[config.mk]
export PLATFORM = sky130hd
export DESIGN_NAME = mode_controller
export DESIGN_NICKNAME = d
export VERILOG_FILES = /design/src/rtl/mode_pkg.sv /design/src/rtl/button_debounce.sv /design/src/rtl/mode_controller.sv
export SDC_FILE = /design/constraint.sdc
export NUM_CORES = 1
export LEC_CHECK = 0
export CAP_MARGIN = 20
export CORE_UTILIZATION = 40
export CTS_CLUSTER_DIAMETER = 150
export CTS_CLUSTER_SIZE = 24
export DETAILED_ROUTE_END_ITERATION = 12
export REMOVE_ABC_BUFFERS = 1
export SLEW_MARGIN = 20
export SYNTH_ARGS = -nofsm -noshare
export SYNTH_HDL_FRONTEND = slang
export SYNTH_SLANG_ARGS = --single-unit
[constraint.sdc]
create_clock -name clk -period 2.8 [get_ports clk]
set_input_delay 0.7 -clock clk [delete_from_list [all_inputs] [get_ports clk]]
set_output_delay 0.7 -clock clk [all_outputs]
set_load 0.005 [all_outputs]
[src/rtl/mode_pkg.sv]
// rtl/mode_pkg.sv - shared mode encoding, default timing constants and counter sizing helper
package mode_pkg;

    // Displayed mode; 2'd3 is unused and recovers to CLOCK.
    typedef enum logic [1:0] {
        CLOCK     = 2'd0,
        STOPWATCH = 2'd1,
        COUNTDOWN = 2'd2
    } mode_t;

    localparam int DEFAULT_DEBOUNCE_CYCLES = 500000;     // 10 ms at 50 MHz
    localparam int DEFAULT_ALARM_CYCLES    = 250000000;  // 5 s at 50 MHz

    // Width of a counter that must hold the values 0 .. cycles-1.
    function automatic int count_width(input int cycles);
        return (cycles <= 1) ? 1 : $clog2(cycles);
    endfunction

endpackage

[src/rtl/button_debounce.sv]
// rtl/button_debounce.sv - synchroniser, stability counter and press pulse for one push-button
//
// Ports:
//   clk    system clock
//   reset  asynchronous active-low reset
//   btn    raw active-high button, asynchronous to clk
//   press  one-cycle pulse on each accepted rising edge of the debounced level
module button_debounce
    import mode_pkg::*;
#(
    parameter int DEBOUNCE_CYCLES = DEFAULT_DEBOUNCE_CYCLES
) (
    input  logic clk,
    input  logic reset,
    input  logic btn,
    output logic press
);

    localparam int            CW       = count_width(DEBOUNCE_CYCLES);
    localparam logic [CW-1:0] CNT_LAST = CW'(DEBOUNCE_CYCLES - 1);

    logic [1:0]    sync;
    logic [1:0]    sync_vld;
    logic [CW-1:0] cnt;
    logic          level;
    logic          level_q;
    logic          armed;

    always_ff @(posedge clk or negedge reset) begin
        if (!reset) begin
            sync     <= 2'b00;
            sync_vld <= 2'b00;
            cnt      <= '0;
            level    <= 1'b0;
            level_q  <= 1'b0;
            armed    <= 1'b0;
            press    <= 1'b0;
        end else begin
            sync     <= {sync[0], btn};
            sync_vld <= {sync_vld[0], 1'b1};

            // A button held through reset must be seen released once before
            // it can produce a press; sync_vld masks the reset value of sync.
            if (sync_vld[1] && !sync[1]) begin
                armed <= 1'b1;
            end

            if (sync[1] != level) begin
                if (cnt == CNT_LAST) begin
                    level <= sync[1];
                    cnt   <= '0;
                end else begin
                    cnt <= cnt + 1'b1;
                end
            end else begin
                cnt <= '0;
            end

            level_q <= level;
            press   <= level & ~level_q & armed;
        end
    end

endmodule

[src/rtl/mode_controller.sv]
// rtl/mode_controller.sv - front-panel mode FSM, per-engine run/pause, clear pulses and expiry alarm
//
// Ports:
//   clk, reset                      system clock, asynchronous active-low reset
//   btn_mode, btn_start, btn_clear  raw active-high push-buttons
//   cd_zero                         countdown engine reads zero
//   sel_clock/stopwatch/countdown   one-hot displayed mode
//   pause_clock/sw/cd               1 = engine frozen
//   clr_clock/sw/cd                 one-cycle clear pulse per engine
//   alarm                           countdown expiry alarm
module mode_controller
    import mode_pkg::*;
#(
    parameter int DEBOUNCE_CYCLES = DEFAULT_DEBOUNCE_CYCLES,
    parameter int ALARM_CYCLES    = DEFAULT_ALARM_CYCLES
) (
    input  logic clk,
    input  logic reset,
    input  logic btn_mode,
    input  logic btn_start,
    input  logic btn_clear,
    input  logic cd_zero,
    output logic sel_clock,
    output logic sel_stopwatch,
    output logic sel_countdown,
    output logic pause_clock,
    output logic pause_sw,
    output logic pause_cd,
    output logic clr_clock,
    output logic clr_sw,
    output logic clr_cd,
    output logic alarm
);

    localparam int            AW         = count_width(ALARM_CYCLES);
    localparam logic [AW-1:0] ALARM_LAST = AW'(ALARM_CYCLES - 1);

    logic mode_press;
    logic start_press;
    logic clear_press;

    button_debounce #(.DEBOUNCE_CYCLES(DEBOUNCE_CYCLES)) u_db_mode (
        .clk   (clk),
        .reset (reset),
        .btn   (btn_mode),
        .press (mode_press)
    );

    button_debounce #(.DEBOUNCE_CYCLES(DEBOUNCE_CYCLES)) u_db_start (
        .clk   (clk),
        .reset (reset),
        .btn   (btn_start),
        .press (start_press)
    );

    button_debounce #(.DEBOUNCE_CYCLES(DEBOUNCE_CYCLES)) u_db_clear (
        .clk   (clk),
        .reset (reset),
        .btn   (btn_clear),
        .press (clear_press)
    );

    mode_t         state, state_n;
    logic          pause_clock_n, pause_sw_n, pause_cd_n;
    logic          clr_clock_n, clr_sw_n, clr_cd_n;
    logic          alarm_n;
    logic [AW-1:0] alarm_cnt, alarm_cnt_n;
    logic          any_press;

    assign any_press = mode_press | start_press | clear_press;

    always_ff @(posedge clk or negedge reset) begin
        if (!reset) begin
            state         <= CLOCK;
            sel_clock     <= 1'b1;
            sel_stopwatch <= 1'b0;
            sel_countdown <= 1'b0;
            pause_clock   <= 1'b0;
            pause_sw      <= 1'b1;
            pause_cd      <= 1'b1;
            clr_clock     <= 1'b0;
            clr_sw        <= 1'b0;
            clr_cd        <= 1'b0;
            alarm         <= 1'b0;
            alarm_cnt     <= '0;
        end else begin
            state         <= state_n;
            sel_clock     <= (state_n != STOPWATCH) && (state_n != COUNTDOWN);
            sel_stopwatch <= (state_n == STOPWATCH);
            sel_countdown <= (state_n == COUNTDOWN);
            pause_clock   <= pause_clock_n;
            pause_sw      <= pause_sw_n;
            pause_cd      <= pause_cd_n;
            clr_clock     <= clr_clock_n;
            clr_sw        <= clr_sw_n;
            clr_cd        <= clr_cd_n;
            alarm         <= alarm_n;
            alarm_cnt     <= alarm_cnt_n;
        end
    end

    always_comb begin
        state_n       = state;
        pause_clock_n = pause_clock;
        pause_sw_n    = pause_sw;
        pause_cd_n    = pause_cd;
        clr_clock_n   = 1'b0;
        clr_sw_n      = 1'b0;
        clr_cd_n      = 1'b0;
        alarm_n       = alarm;
        alarm_cnt_n   = alarm_cnt;

        if (alarm && any_press) begin
            // The press only silences the alarm.
            alarm_n     = 1'b0;
            alarm_cnt_n = '0;
        end else begin
            if (alarm) begin
                if (alarm_cnt == '0) begin
                    alarm_n = 1'b0;
                end else begin
                    alarm_cnt_n = alarm_cnt - 1'b1;
                end
            end

            // Priority mode > clear > start; losers are dropped.
            if (mode_press) begin
                case (state)
                    CLOCK:     state_n = STOPWATCH;
                    STOPWATCH: state_n = COUNTDOWN;
                    default:   state_n = CLOCK;
                endcase
            end else if (clear_press) begin
                case (state)
                    STOPWATCH: begin
                        clr_sw_n   = 1'b1;
                        pause_sw_n = 1'b1;
                    end
                    COUNTDOWN: begin
                        clr_cd_n   = 1'b1;
                        pause_cd_n = 1'b1;
                    end
                    default: clr_clock_n = 1'b1;
                endcase
            end else if (start_press) begin
                case (state)
                    STOPWATCH: pause_sw_n = ~pause_sw;
                    COUNTDOWN: begin
                        if (!cd_zero) begin
                            pause_cd_n = ~pause_cd;
                        end
                    end
                    default: pause_clock_n = ~pause_clock;
                endcase
            end
        end

        // Expiry acts in any displayed mode and cannot retrigger while paused.
        if (!pause_cd && cd_zero) begin
            pause_cd_n  = 1'b1;
            alarm_n     = 1'b1;
            alarm_cnt_n = ALARM_LAST;
        end
    end

endmodule

# Yosys cells after proc, flatten, opt, wreduce, memory -nomap -nowiden
# Cells that the tools add are included.
# word_totals
regBits,121
latchBits,0
ram_bits,0
mem_bits_ro,0
inputBits,6
output_inout_bits,10
elab_cells,139
mem_count,0
# op_classes
add_sub_neg,4
mul,0
div_mod_pow,0
magnitude_cmp,0
eq_ne,20
n_shift,0
muxes,41
n_bitwise,18
n_reduce_logical,23
# op_table
operator,count
2-to-1 mux 19 bit,6
2-to-1 mux 28 bit,4
adder 19 x 1 -> 19 bit (second input constant),3
== test 19 bit (second input constant),3
logical NOT 28 bit,1
2-to-1 mux 1 bit,28
subtractor 28 x 1 -> 28 bit (second input constant),1
inverter 1 bit,10
AND reduction 5 bit,2
inequality test 2 bit (second input constant),4
AND reduction 2 bit,4
AND 1 bit,6
logical AND 1 bit,6
inequality test 3 bit (second input constant),2
AND reduction 6 bit,1
nonzero test 3 bit,2
== test 2 x 1 -> 1 bit (second input constant),2
== test 2 bit (second input constant),2
logical NOT 1 bit,4
2-to-1 mux 2 bit,2
inequality test 2 x 1 -> 1 bit (second input constant),2
one-hot mux 2 bit (2 select lines),1
inequality test 1 bit,3
inequality test 3 x 1 -> 1 bit (second input constant),1
other kinds (5),6

# Longest topological paths before layout
# Gate-level depths: netlist of run 1.
# logic_depth
depth_word,8
ltp_mapped,8
depth_no_buf,7

# Hierarchy
# A second synthesis of run 1 with hierarchy kept.
# hier_totals
hier_cells,592
hier_area_um2,5894.4
# modules_own_cells
module,n_inst,cells_each,area_per_inst_um2,seq_area_each_um2
button_debounce,3,115,1192.4,675.6
mode_controller,1,247,2317.2,1004.7

# Least setup slack after synthesis of run 1
# OpenSTA, ideal clock, no wires.
# synth_path
kind,flip-flop to flip-flop
from,register alarm_cnt[0]
to,register alarm_cnt[22]
setup_time_ns,0.065
t_arrival_ns,2.128
required_time_ns,2.735
path_slack_ns,0.607
path_stages_with_launch,9
path_buffers,1
period_less_slack_ns,2.193
path_cell_list,dfrtp_1 inv_1 ha_1 or4b_1 or4_4 buf_6 o31ai_4 a21o_1 a211o_1
# synth_between
elab_chain_cells,5
elab_cells_between_ends,8
cone_classes,1 x add/sub; 1 x eq/ne; 4 x mux; 2 x reduce/logical
# synth_lines
item,line,text
"start, declared",mode_controller.sv:67,"logic [AW-1:0] alarm_cnt, alarm_cnt_n;"
"start signal, assigned",mode_controller.sv:98,alarm_cnt <= alarm_cnt_n;
subtractor 28 x 1 -> 28 bit,mode_controller.sv:122,alarm_cnt_n = alarm_cnt - 1'b1;
2-to-1 mux 28 bit,mode_controller.sv:119,if (alarm_cnt == '0) begin
2-to-1 mux 28 bit,mode_controller.sv:118,if (alarm) begin
2-to-1 mux 28 bit,mode_controller.sv:113,if (alarm && any_press) begin
2-to-1 mux 28 bit,mode_controller.sv:159,if (!pause_cd && cd_zero) begin
# Parallel ways exist; a longest one is shown, timed or not. The select of a mux whose other input is x is not followed.
# A chain may end at the register's enable or synchronous reset.

# Worst setup path in the final report of run 1
# layout_path
from,register alarm_cnt[0]
to,register alarm_cnt[25]
# Same word-level chain as after synthesis.

==> results.md, run 1 <==
- Fmax: 399.9 MHz
- Seq/Total Area, Yosys: 52.00%
- IO buf count: 15
- Slew HR: 45.24%
- Critical path class: flip-flop to flip-flop
- RSZ-0062 raised after global routing: no
- Final worst-path cycle share: 89.30%
- Slowest cell delay on critical path: 0.46 ns
- Proportion of layout cells with a drive suffix above 1: 10.12%
- Sink Count: 117
- Async SR Flop Fraction: 100.0%
- Crit start category: flip-flop
- Final Critical Period: 2.500 ns
- Clk buf depth: 2
- TritonCTS Buffers: 17
- Post-synthesis compound-gate area fraction: 7.967%
- Cell Pwr Density: 669.1 nW/um2
- Fillers: 1261
- Multi-input logic area: 2515 um2
- H-Tree Depth: 4
- Core ar.: 13830 um2
- Status: complete, no violations
- Worst EP arrival: 2.79 ns
- Die X-Extent: 120.7 um
- Area Overhead vs Synth: 16.98%
- Post-synth top flop: dfrtp_1
- Fin. max-slew vios: 0
- Vias in the first global route: 4081
- Reported max-cap violation count: 0
- Syn Inst Count: 568
- GP Congestion: 0.8377
- Root Driver: clkbuf_16
- Worst r2r path cells: 8
- # Post-CTS Setup Buffers: 0
- Setup-failing EPs final: 0
- DR WL/cell: 14.36 um
- First-pass GRT wire length: 19440 um
- Clk_lat worst skew: 0.42 ns
- Reg-to-Reg Start: alarm_cnt[0]$_DFFE_PN0P_
- Total power: 4.413 mW
- Post-synthesis xor/xnor area fraction: 10.25%
- Critical Path End: alarm_cnt[25]$_DFFE_PN0P_
- Clk_skew: 0.01633 ns
- Diode count: 0
- Initial DRC count: 195
- Critical-path cell list: inv_1, ha_1, or4b_1, nor4_1, buf_4, a21o_1, nor3_1, a211o_1
- Synth Area in Adders: 2.219%
- Crit path launch: alarm_cnt[0]$_DFFE_PN0P_
- Largest net degree at the start of global routing: 66
- Resized Gates After CTS: 0
- Post-synth EDFFs: 0
- Final HPWL DP: 7639 um
- Via/cell ratio: 5.175
- Reg2reg end: alarm_cnt[25]$_DFFE_PN0P_
- Sequential cell area: 2932 um2
- Iteration count of the initial detailed-routing pass: 4
- Worst path buffer plus inverter count: 2
- Standard-cell rows: 43
- Initial antenna violation count: 0
- Hold buffers post-CTS: 0
- Mux contribution to synthesized area: 0.7767%
- Synth Area per Inst: 9.926 um2
- Distinct cell type count after synthesis: 56
- Worst path required time: 3.09 ns
- GR Overflow Total: 0
- Hold Fails Final Rpt: 0
- Leak: 2.716 nW
- Worst hold path class: input port to async pin
- Die height: 120.7 um
- Routed WL: 11240 um
- Worst hold slack: 0.2058 ns
- Cell area after technology mapping: 5638 um2
- Slowest cell on the critical path: nor4_1
- TritonCTS clock tree: built
- Simple-Gate Fraction of Synth Area: 23.32%
- Critical path depth: 8
- Crit path max-delay family: simple AND/OR/NAND/NOR gates
- Placed cell areas: 6008 um2
- Initial Util: 40.77%
- Yosys warnings: 0
- Setup slack, reg-to-reg: 0.30 ns
- # IOs: 16
- Seq cells post-synth: 117
- Die area: 14570 um2
- Clock slew at reported path FFs: 0.06 ns
- Final instance area: 6595 um2
- Main combinational cell family by area after synthesis: simple AND/OR/NAND/NOR gates
- Vias: 4052
- Drt drc: 0
- Max IR drop VDD: 532.6 uV
- Critical path endpoint category: flip-flop
- Antenna-violating nets left: 0
- Setup TNS: 0 ns
- Actual slew at the worst max-slew pin: 0.8139 ns
- Critical Path Fanout Max: 7
- Net count, final: 606
- Gr usage total: 17.24%
## area by class of cell
| type | instances | share of cell area (%) |
|---|---|---|
| timing repair buffer | 26 | 3.681 |
| tap | 180 | 3.415 |
| inverter | 25 | 1.423 |
| multi-input combinational | 403 | 38.13 |
| clock inverter | 12 | 1.973 |
| clock buffer | 20 | 6.925 |
| sequential | 117 | 44.45 |
## metal layers
layer	global-route usage (%)	share of wire (%)	vias to the layer above
li1	-	-	2025
met1	22.20	48	1948
met2	26.94	47	64
met3	5.189	3.3	15
met4	7.253	1.4	0
met5	0	0	-
## cell families after synthesis
family / after synthesis
simple gates: 258
flops: 117
xor+xnor: 66
compound gates: 64
buf+inv: 48
fa+ha+maj: 10
mux: 4
other cells: 1
## worst min path at each step
stage,start,to,depth (start not counted)
floorplan,u_db_clear.sync[0]$_DFF_PN0_,u_db_clear.sync[1]$_DFF_PN0_,0
global placement,u_db_clear.sync_vld[0]$_DFF_PN0_,u_db_clear.sync_vld[1]$_DFF_PN0_,0
detailed placement,u_db_clear.sync_vld[0]$_DFF_PN0_,u_db_clear.sync_vld[1]$_DFF_PN0_,0
CTS,reset,u_db_start.cnt[17]$_DFF_PN0_,1
global route,reset,u_db_start.cnt[17]$_DFF_PN0_,1
finish,reset,u_db_start.cnt[17]$_DFF_PN0_,1
## stage by stage
stage	setup slack, ns	std cells	util (%)
floorplan	0.002706	545	-
global placement	0.3915	751	43.45
detailed placement	0.3277	751	43.45
CTS	0.3082	783	47.70
global route	0.04955	783	47.70
finish	0.2995	783	47.70
## where the power goes
group / switching (mW) / leakage [nW] / internal, mW
sequential: 0.142 / 1.50 / 1.80
combinational: 0.183 / 0.946 / 0.161
clock: 0.779 / 0.274 / 1.35
total: 1.10 / 2.72 / 3.31
## cell usage after synthesis (12+ instances only)
cell type  number  area share (%)
xor2_1         27             4.2
nand2_1        27             1.8
nand3_1        28             2.5
a21oi_1        13             1.2
o21ai_0        12             1.1
nand4_1        19             2.1
clkbuf_1       17             1.1
nor3_1         22             2.0
inv_1          25             1.7
nor4_1         16             1.8
nor2_1         94             6.3
xnor2_1        39             6.1
dfrtp_1       114              51
## cells in the final DEF (no fill, tap or decap), types with 5 or more instances in the layout
cell | netlist | routed
dfrtp_1 | 114 | 114
nor2_1 | 94 | 94
xnor2_1 | 39 | 39
nand3_1 | 28 | 28
nand2_1 | 27 | 27
xor2_1 | 27 | 27
inv_1 | 25 | 25
nor3_1 | 22 | 22
nand4_1 | 19 | 19
clkbuf_16 | 0 | 17
nor4_1 | 16 | 16
clkdlybuf4s50_1 | 0 | 14
a21oi_1 | 13 | 13
o21ai_0 | 12 | 12
buf_4 | 0 | 11
ha_1 | 10 | 10
and3_1 | 7 | 7
a21o_1 | 7 | 7
or2_2 | 6 | 6
or3_1 | 5 | 5
nor2b_1 | 5 | 5
clkinvlp_4 | 0 | 5
## state kept, by name (all words and copies together), names as in the netlist, 2 cells and up
register,cells
state,2
u_db_mode.sync,2
u_db_start.sync,2
u_db_clear.sync_vld,2
alarm_cnt,28
u_db_mode.cnt,19
u_db_clear.sync,2
u_db_clear.cnt,19
u_db_start.cnt,19
Note: power is estimated with default switching activity, not from simulation.
==> inputs of run 2 (changes only) <==
- CAP_MARGIN: 20 -> unset
==> results of run 2 <==
Final layout, timing and power as in run 1 (identical DEF).
